**src/rtl/dds_sweep_gen.sv**
```systemverilog
// dds_sweep_gen: DDS saw/tri/square generator with linear sweep and wrap-aligned retune; define DDS_SWEEP_GEN_OFFSET_SAT_EN to saturate the offset add
module dds_sweep_gen #(
    parameter int PHASE_W = 32,
    parameter int DATA_W  = 12,
    parameter int AMP_W   = 8
) (
    input  logic               Clock,
    input  logic               Reset,
    input  logic               ClkEn,
    input  logic               cfg_valid,
    output logic               cfg_ready,
    input  logic [PHASE_W-1:0] cfg_freq_start,
    input  logic [PHASE_W-1:0] cfg_freq_step,
    input  logic [15:0]        cfg_step_count,
    input  logic [15:0]        cfg_dwell,
    input  logic               cfg_loop,
    input  logic [1:0]         cfg_wave,
    input  logic [AMP_W-1:0]   cfg_amp,
    input  logic [7:0]         cfg_duty,
    input  logic [DATA_W-1:0]  cfg_offset,
    input  logic               stop,
    output logic               busy,
    output logic               sweep_done,
    output logic [PHASE_W-1:0] freq_word,
    output logic [DATA_W-1:0]  out
);
    localparam int PW = DATA_W + AMP_W + 1;
    localparam logic [DATA_W-1:0] MID    = {1'b1, {(DATA_W-1){1'b0}}};
    localparam logic [DATA_W-1:0] POS_FS = {1'b0, {(DATA_W-1){1'b1}}};

    typedef enum logic {IDLE, RUN} state_t;

    typedef struct packed {
        logic [PHASE_W-1:0] start;
        logic [PHASE_W-1:0] step;
        logic [15:0]        count;
        logic [15:0]        dwell;
        logic               loop;
        logic [1:0]         wave;
        logic [AMP_W-1:0]   amp;
        logic [7:0]         duty;
        logic [DATA_W-1:0]  offset;
    } cfg_t;

    state_t             state_q, state_d;
    cfg_t               cur_q, cur_d, sh_q, sh_d, cfg_in;
    logic [PHASE_W-1:0] phase_q, phase_d, freq_q, freq_d;
    logic [15:0]        dwell_cnt_q, dwell_cnt_d, step_cnt_q, step_cnt_d, dwell_last;
    logic               pending_q, pending_d, done_q, done_d;
    logic               raw_v_q, raw_v_d, sc_v_q, sc_v_d;
    logic [DATA_W-1:0]  raw_q, raw_d, scaled_q, scaled_d, out_q, out_d;
    logic [DATA_W-1:0]  p, saw, tri_x, wave_val, y_out;
    logic [7:0]         h;
    logic [PHASE_W:0]   sum;
    logic signed [PW-1:0] prod;
    logic               accept, wrap, boundary, at_end;

    assign cfg_in = {cfg_freq_start, cfg_freq_step, cfg_step_count, cfg_dwell, cfg_loop,
                     cfg_wave, cfg_amp, cfg_duty, cfg_offset};

    assign accept     = cfg_valid && !pending_q && !(state_q == RUN && stop);
    assign sum        = {1'b0, phase_q} + {1'b0, freq_q};
    assign wrap       = sum[PHASE_W];
    assign dwell_last = (cur_q.dwell == 16'd0) ? 16'd0 : cur_q.dwell - 16'd1;
    assign boundary   = dwell_cnt_q == dwell_last;
    assign at_end     = step_cnt_q == cur_q.count;

    assign p     = phase_q[PHASE_W-1 -: DATA_W];
    assign h     = phase_q[PHASE_W-1 -: 8];
    assign saw   = {~p[DATA_W-1], p[DATA_W-2:0]};
    assign tri_x = {~p[DATA_W-2], p[DATA_W-3:0], 1'b0};
    assign wave_val = (cur_q.wave == 2'd0) ? saw :
                      (cur_q.wave == 2'd1) ? (p[DATA_W-1] ? ~tri_x : tri_x) :
                      ((h < cur_q.duty) ^ cur_q.wave[0]) ? POS_FS : MID;

    assign prod = $signed(raw_q) * $signed({1'b0, cur_q.amp});

`ifdef DDS_SWEEP_GEN_OFFSET_SAT_EN
    logic [DATA_W:0] y;
    assign y     = {scaled_q[DATA_W-1], scaled_q} + {cur_q.offset[DATA_W-1], cur_q.offset};
    assign y_out = (y[DATA_W] != y[DATA_W-1]) ? (y[DATA_W] ? MID : POS_FS) : y[DATA_W-1:0];
`else
    assign y_out = scaled_q + cur_q.offset;
`endif

    always_comb begin
        state_d     = state_q;
        cur_d       = cur_q;
        sh_d        = sh_q;
        phase_d     = phase_q;
        freq_d      = freq_q;
        dwell_cnt_d = dwell_cnt_q;
        step_cnt_d  = step_cnt_q;
        pending_d   = pending_q;
        done_d      = done_q;
        raw_d       = raw_q;
        raw_v_d     = raw_v_q;
        scaled_d    = scaled_q;
        sc_v_d      = sc_v_q;
        out_d       = out_q;
        if (state_q == IDLE) begin
            if (accept) begin
                state_d     = RUN;
                cur_d       = cfg_in;
                freq_d      = cfg_freq_start;
                phase_d     = '0;
                dwell_cnt_d = '0;
                step_cnt_d  = '0;
            end
        end else if (stop) begin
            state_d   = IDLE;
            phase_d   = '0;
            pending_d = 1'b0;
            done_d    = 1'b0;
            raw_v_d   = 1'b0;
            sc_v_d    = 1'b0;
            out_d     = MID;
        end else begin
            if (accept) begin
                sh_d      = cfg_in;
                pending_d = 1'b1;
            end
            if (ClkEn) begin
                phase_d     = sum[PHASE_W-1:0];
                raw_d       = wave_val;
                raw_v_d     = 1'b1;
                scaled_d    = DATA_W'(prod >>> AMP_W);
                sc_v_d      = raw_v_q;
                out_d       = sc_v_q ? {~y_out[DATA_W-1], y_out[DATA_W-2:0]} : MID;
                done_d      = 1'b0;
                dwell_cnt_d = boundary ? 16'd0 : dwell_cnt_q + 16'd1;
                // a retune at the wrap restarts the sweep and swallows any coincident step
                if (pending_q && wrap) begin
                    cur_d       = sh_q;
                    freq_d      = sh_q.start;
                    dwell_cnt_d = '0;
                    step_cnt_d  = '0;
                    pending_d   = 1'b0;
                end else if (boundary && !at_end) begin
                    freq_d     = freq_q + cur_q.step;
                    step_cnt_d = step_cnt_q + 16'd1;
                    done_d     = (step_cnt_q + 16'd1) == cur_q.count;
                end else if (boundary && cur_q.loop) begin
                    freq_d     = cur_q.start;
                    step_cnt_d = '0;
                end
            end
        end
    end

    always_ff @(posedge Clock) begin
        if (Reset) begin
            state_q     <= IDLE;
            cur_q       <= '0;
            sh_q        <= '0;
            phase_q     <= '0;
            freq_q      <= '0;
            dwell_cnt_q <= '0;
            step_cnt_q  <= '0;
            pending_q   <= 1'b0;
            done_q      <= 1'b0;
            raw_q       <= '0;
            raw_v_q     <= 1'b0;
            scaled_q    <= '0;
            sc_v_q      <= 1'b0;
            out_q       <= MID;
        end else begin
            state_q     <= state_d;
            cur_q       <= cur_d;
            sh_q        <= sh_d;
            phase_q     <= phase_d;
            freq_q      <= freq_d;
            dwell_cnt_q <= dwell_cnt_d;
            step_cnt_q  <= step_cnt_d;
            pending_q   <= pending_d;
            done_q      <= done_d;
            raw_q       <= raw_d;
            raw_v_q     <= raw_v_d;
            scaled_q    <= scaled_d;
            sc_v_q      <= sc_v_d;
            out_q       <= out_d;
        end
    end

    assign cfg_ready  = !pending_q;
    assign busy       = state_q == RUN;
    assign sweep_done = done_q;
    assign freq_word  = freq_q;
    assign out        = out_q;
endmodule

```
**config.mk**
```make
export PLATFORM = sky130hd
export DESIGN_NAME = dds_sweep_gen
export DESIGN_NICKNAME = d
export VERILOG_FILES = /design/src/rtl/dds_sweep_gen.sv
export SDC_FILE = /design/constraint.sdc
export NUM_CORES = 1
export LEC_CHECK = 0
export ABC_AREA = 0
export BUFFER_PORTS_ARGS = -buffer_cell sky130_fd_sc_hd__buf_2
export CORE_UTILIZATION = 48
export CTS_CLUSTER_DIAMETER = 50
export CTS_CLUSTER_SIZE = 24
export DETAILED_ROUTE_END_ITERATION = 7
export PLACE_DENSITY = 0.71
export SETUP_SLACK_MARGIN = 0.05
export SLEW_MARGIN = 20
export SYNTH_ARGS = -nofsm -noshare
export SYNTH_HDL_FRONTEND = slang
export SYNTH_SLANG_ARGS = --single-unit
```
**constraint.sdc**
```tcl
create_clock -name Clock -period 5.7 [get_ports Clock]
set_clock_uncertainty 0.1 [all_clocks]
set_input_delay 1.14 -clock Clock [delete_from_list [all_inputs] [get_ports Clock]]
set_output_delay 1.14 -clock Clock [all_outputs]
set_load 0.01 [all_outputs]
```
==> metrics.txt, run 1 <==
Hold Crit Depth 2; clock network power share 40.6%; GRT Total Usage 27.0%; max-cap violations 0; FP Rows 82; global-route wire length before repair 114 mm; DP Area roughly 0.026 mm²; nets 3,358; CTS max path bufs 3; Starting Density 48.8%; Switching Fraction between 30% and 40%; detailed-placement wirelength estimate slightly above 50 mm; Worst-Skew Late Latency roughly 620 ps; cell mode on critical path fa_1; synthesized area per cell approximately 8.2 µm²; Layout area overhead 11.3%; DRT iter0 DRCs 1,623; Worst-path clk slew 70 ps; 1st-pass router iterations 8; worst relative slew slack 26.6%; Min-Delay Endpoint sh_q[17]$_SDFFE_PP0P_; hold crit path type reg2reg; synthesized instance count 2,985; vias in the first global route 21,501; part of the power in combinational logic around 17%; Layout Utilization between 50% and 60%; Critical Path Start Type flop; DR WL/cell 19.0 µm; Hold Path Origin sh_q[17]$_SDFFE_PP0P_; Synth Cell Area 0.0245 mm²; Synth Register Bits 391; share of cells above drive strength 1 11.7%; Fill cells ~4,700; reg-to-reg slack, setup roughly 460 ps; largest net degree at the start of global routing 194; number of routed nets with antenna violations 0; CTS Buf Count 44; Int Pwr 0.00489 W; I/O pin count about 180; vias per cell about 5.9; Tightest Pin Transition 1100 ps; R2R Path Start raw_q[5]$_SDFFE_PP0P_; crit end category flop; Crit path required time just over 6000 ps; Crit Path Max Fanout 9; initial antenna violation count 3; cells on worst reg2reg path 19; Netlist cell types 87; P_sw between 0.002 and 0.0025 W; DRC errors left 0; total power 0.00721 W; RR Endpoint scaled_q[9]$_SDFFE_PP0P_; count leader, synth nand2_1; status complete, no violations; largest area contributor in the synthesized netlist dfxtp_1; Synth warnings 0; post-route cell area 0.0273 mm²; synth top area cells dfxtp_1, fa_1, nand2_1, ha_1, a21oi_1; Slowest-stage cell, CP fa_1; DIE AREA roughly 0.052 mm²; asr flop ratio synth 0%; Die Y 228 µm; Post-synth EDFFs 0; top-area cell type share of the netlist area 31.9%; Via Count 22,083; most used flip-flop cell after synthesis dfxtp_1; final setup fails 0; CTS tree done; critical path class reg2reg; Cell Pwr Density 264 mW/mm²; Hold Fails Final Rpt 0; port buffer count 178; drt total wl 71.2 mm; CP max stage delay about 540 ps; total leakage power ~11 nW; CP Cell Sequence nand2_1, fa_1, inv_1, fa_1, inv_1, fa_1, inv_1, fa_1, ha_1, o21ai_0, nand2b_1, a31oi_1, o31a_1, nor3_2, a41oi_1, a21boi_0, xor2_1, nand2_1, a21oi_1; Root Driver clkbuf_16; Peak Freq ~190 MHz; clk sinks 391; H-tree depth 2; max-slew violation count 0; CTS Hold Buffers Added 0; Final min period 5240 ps; worst hold slack 353 ps; fin crit share 92.0%; Seq/Total Area, Yosys between 30% and 40%; VDD IR max 0.000231 V; top cells by count, synth nand2_1, dfxtp_1, a21oi_1; Core Area 0.0503 mm²; Die W 228 µm; total grt overflow 0; Placer Congestion 0.942; Mapped Nets 3,314; final setup TNS 0 ps; CP arrival roughly 5700 ps; Seq pwr share 42.1%; unrepaired setup endpoints after global routing no
-- sequential cells by signal, indices dropped and copies added (netlist names), 12 cells and up --
signal and cells:
step_cnt_q 16, out 12, sh_q 127, scaled_q 12
freq_word 32, phase_q 32, raw_q 12, cur_q 127
dwell_cnt_q 16
-- placed cells by master (no fill, tap or decap), types with 53 or more instances in the layout --
master,Yosys,final
nand2_1,398,398
dfxtp_1,391,388
a21oi_1,272,272
nor2_1,242,240
buf_2,10,177
inv_1,154,154
a211oi_1,140,140
ha_1,119,119
mux2i_1,106,106
o21ai_0,93,93
fa_1,78,78
xnor2_1,63,63
xor2_1,62,62
nor3_1,61,60
and2_1,53,53
-- worst max-delay path: cells and delay by family, from the launching register on --
family,cells,cell delay (ps)
flops,1,520
compound gates,6,1280
fa+ha+maj,5,2280
xor+xnor,1,180
simple gates,4,650
buf+inv,3,170
-- repair_timing --
item	4_1_cts	5_1_grt
resized for setup	0	3
endpoints found under the setup margin	0	3
setup buffers	0	0
-- power groups by stage --
| stage | clock [W] | combinational, W | sequential (W) |
|---|---|---|---|
| after CTS | 0.00298 | 0.00124 | 0.00303 |
| after global placement | 0 | 0.00120 | 0.00309 |
| after global routing | 0.00308 | 0.00137 | 0.00305 |
| after detailed placement | 0 | 0.00123 | 0.00309 |
| after floorplan | 0 | 0.000903 | 0.00302 |
| final | 0.00293 | 0.00125 | 0.00303 |
-- how the worst max path moves through the flow --
stage / start / endpoint / slack [ps] / cells after the start
3_5_place_dp: cur_q[22]$_SDFFE_PP0P_ / scaled_q[9]$_SDFFE_PP0P_ / 260 / 19
2_1_floorplan: cur_q[22]$_SDFFE_PP0P_ / scaled_q[11]$_SDFFE_PP0P_ / 830 / 20
4_1_cts: cur_q[22]$_SDFFE_PP0P_ / scaled_q[9]$_SDFFE_PP0P_ / 230 / 19
5_1_grt: cur_q[24]$_SDFFE_PP0P_ / scaled_q[9]$_SDFFE_PP0P_ / 80 / 17
6_report: raw_q[5]$_SDFFE_PP0P_ / scaled_q[9]$_SDFFE_PP0P_ / 460 / 19
3_3_place_gp: cur_q[22]$_SDFFE_PP0P_ / scaled_q[11]$_SDFFE_PP0P_ / 400 / 19
-- cell families (layout without fill, tap and decap cells) --
kind of cell / count (synthesis) / after routing / synth area share (%)
and+or+nand+nor: 993 / 993 / 18.6
AOI/OAI and AO/OA: 788 / 788 / 21.3
DFF: 391 / 391 / 31.9
buffers and inverters: 367 / 446 / 5.81
adders and majority gates: 197 / 197 / 12.4
xor gates and xnor gates: 128 / 128 / 4.74
muxes: 121 / 121 / 5.17
other: 0 / 2 / 0
-- area by class of cell --
class	instances	area (µm²)	share of cell area, %
Inverter	154	578	2.12
Tap cell	672	841	3.08
Clock inverter	35	373	1.37
Antenna cell	2	5.00	0.0184
Sequential cell	391	7830	28.7
Clock buffer	46	1130	4.14
Multi-Input combinational cell	2227	15300	56.1
Timing Repair Buffer	211	1200	4.41
-- stage by stage --
step | std cells | setup slack (ps)
after global routing | 3737 | 84.8
after global placement | 3655 | 402
after detailed placement | 3655 | 260
after floorplan | 2985 | 830
final | 3738 | 457
after CTS | 3736 | 233
-- per-layer routing --
layer / share of wire [%] / wire [µm] / vias up / global-route usage [%]
li1: - / - / 10627 / -
met1: 45 / 31800 / 10640 / 36.2
met2: 47 / 33300 / 693 / 44.4
met3: 5.8 / 4090 / 121 / 3.88
met4: 2.8 / 1990 / 2 / 9.06
met5: 0.018 / 13 / - / 0
(Power assumes the default switching activity.)
==> inputs of run 2 (changes only) <==
RECOVER_POWER = 50   (was not set)
==> run 2 against run 1 <==
Net effect:
- the flow now finishes with violations (max-capacitance violations, max-slew violations)
- cell area is 0.39% lower
- largest power group unchanged
- worst hold slack about the same
- register-to-register slack worse by 30 ps
- largest cell class unchanged
- combinational power about the same
- critical endpoint unchanged
==> metrics.txt, run 2 (synthesis results as in run 1) <==
VDD IR max 0.000231 V (about the same); unrepaired setup endpoints after global routing no; port buffer count 178 (unchanged); Placer Congestion 0.942 (unchanged); final setup fails 0 (unchanged); max-cap violations 4 (+4); vias in the first global route 21,501 (unchanged); Tightest Pin Transition 3790 ps (+2690 ps); Crit Path Max Fanout 9 (unchanged); most common cell after layout, fill and taps aside nand2_1; Core Area 0.0503 mm² (unchanged); worst setup margin 423 ps (-34.3 ps); Cell Pwr Density 265 mW/mm² (+0.31%); CTS Buf Count 44 (unchanged); DRT iter0 DRCs 1,736 (+7.0%); Peak Freq 189 MHz (-0.65%); total leakage power 11.0 nW (-1.7%); Final min period 5280 ps (+34.3 ps); Layout area overhead 10.8%; Root Driver clkbuf_16; worst relative slew slack -152% (-180 points); CTS tree done; GRT Total Usage 27.0% (unchanged); worst hold slack 353 ps (-0.0190 ps); CP arrival 5690 ps (+40 ps); 1st-pass router iterations 5 (-3); Die W 228 µm (unchanged); status finished, violations left; share of cells above drive strength 1 9.95% (-1.7 points); DRC errors left 0 (unchanged); Hold Fails Final Rpt 0 (unchanged); Layout Utilization 54.0% (-0.21 points); hold crit path type reg2reg; total grt overflow 0 (unchanged); Die Y 228 µm (unchanged); max-slew violation count 295 (+295); crit end category flop; Crit path required time 6110 ps (about the same); CTS Hold Buffers Added 0 (unchanged); clk sinks 391 (unchanged); Starting Density 48.8% (unchanged); fin crit share 92.6% (+0.60 points); Worst-path clk slew 70 ps (about the same); I/O pin count 179 (unchanged); failing checks max-capacitance violations, max-slew violations; global-route wire length before repair 114 mm (unchanged); final setup TNS 0 ps (unchanged); critical path class reg2reg; vias per cell 5.88 (-0.49%); Worst-Skew Late Latency 620 ps (about the same); detailed-placement wirelength estimate 50.4 mm (unchanged); DIE AREA 0.0520 mm² (unchanged); Post-CTS Setup Bufs 0 (unchanged); commonest cells after routing, fill and taps aside nand2_1, dfxtp_1, a21oi_1; Place WS 260 ps (unchanged); CTS max path bufs 3 (unchanged); nets 3,358 (unchanged); Gates resized, CTS repair 0 (unchanged); Via Count 21,975 (-0.49%); initial antenna violation count 3 (unchanged); biggest regs cur_q (127), sh_q (127); Critical Path Start Type flop; FP Rows 82 (unchanged); drt total wl 71.1 mm (-0.13%); DR WL/cell 19.0 µm (-0.13%); number of routed nets with antenna violations 0 (unchanged); H-tree depth 2 (unchanged); largest net degree at the start of global routing 194 (unchanged)
[run 2: cell types whose count changed in the layout (fill, tap and decap cells not counted), sizes merged]
cell	before	now
clkbuf	46	96
buf	211	161
[run 2: final cells by class]
cell class | count | area [µm²]
Fill cell | 4687 | 23100
Multi-Input combinational cell | 2227 | 15300
Sequential cell | 391 | 7830
Clock buffer | 46 | 1130
Timing Repair Buffer | 211 | 1110
Tap cell | 672 | 841
Inverter | 154 | 578
Clock inverter | 35 | 373
Antenna cell | 2 | 5.00
[run 2: report_power, final]
part,internal (W),switching (W),total (W)
Combinational,0.000479,0.000761,0.00124
Sequential,0.00287,0.000166,0.00304
Clock,0.00153,0.00139,0.00293
Total,0.00488,0.00232,0.00720
[run 2: path summary, 6_finish.rpt]
kind | startpoint | endpoint | slack, ps | cells past startpoint
max | raw_q[5]$_SDFFE_PP0P_ | scaled_q[9]$_SDFFE_PP0P_ | 420 | 19
min | sh_q[17]$_SDFFE_PP0P_ | sh_q[17]$_SDFFE_PP0P_ | 350 | 2
max reg2reg | raw_q[5]$_SDFFE_PP0P_ | scaled_q[9]$_SDFFE_PP0P_ | 420 | 19
min reg2reg | sh_q[17]$_SDFFE_PP0P_ | sh_q[17]$_SDFFE_PP0P_ | 350 | 2
[run 2: layer usage]
layer | share of wire, % | track usage [%] | routed length (µm)
met5 | 0.018 | 0 | 13
met4 | 2.8 | 9.06 | 2000
met3 | 5.5 | 3.88 | 3930
met2 | 47 | 44.4 | 33200
met1 | 45 | 36.2 | 32000
[run 2: critical path: stages (launching register included)]
cell	delay [ps]
dfxtp_1	520
nand2_1	130
fa_1	540
inv_1	50
fa_1	500
inv_1	60
fa_1	470
inv_1	60
fa_1	480
ha_1	290
o21ai_0	70
nand2b_1	100
a31oi_1	180
o31a_1	300
nor3_2	350
a41oi_1	270
a21boi_0	280
xor2_1	180
nand2_1	70
a21oi_1	210
[run 2: through the flow]
stage / total power (W) / instances / cell area (µm²)
after floorplan: 0.00392 / 2985 / 24500
after global placement: 0.00429 / 3655 / 25800
after detailed placement: 0.00432 / 3655 / 25800
after CTS: 0.00725 / 3736 / 27300
after global routing: 0.00750 / 3737 / 27200
final: 0.00720 / 3738 / 27200
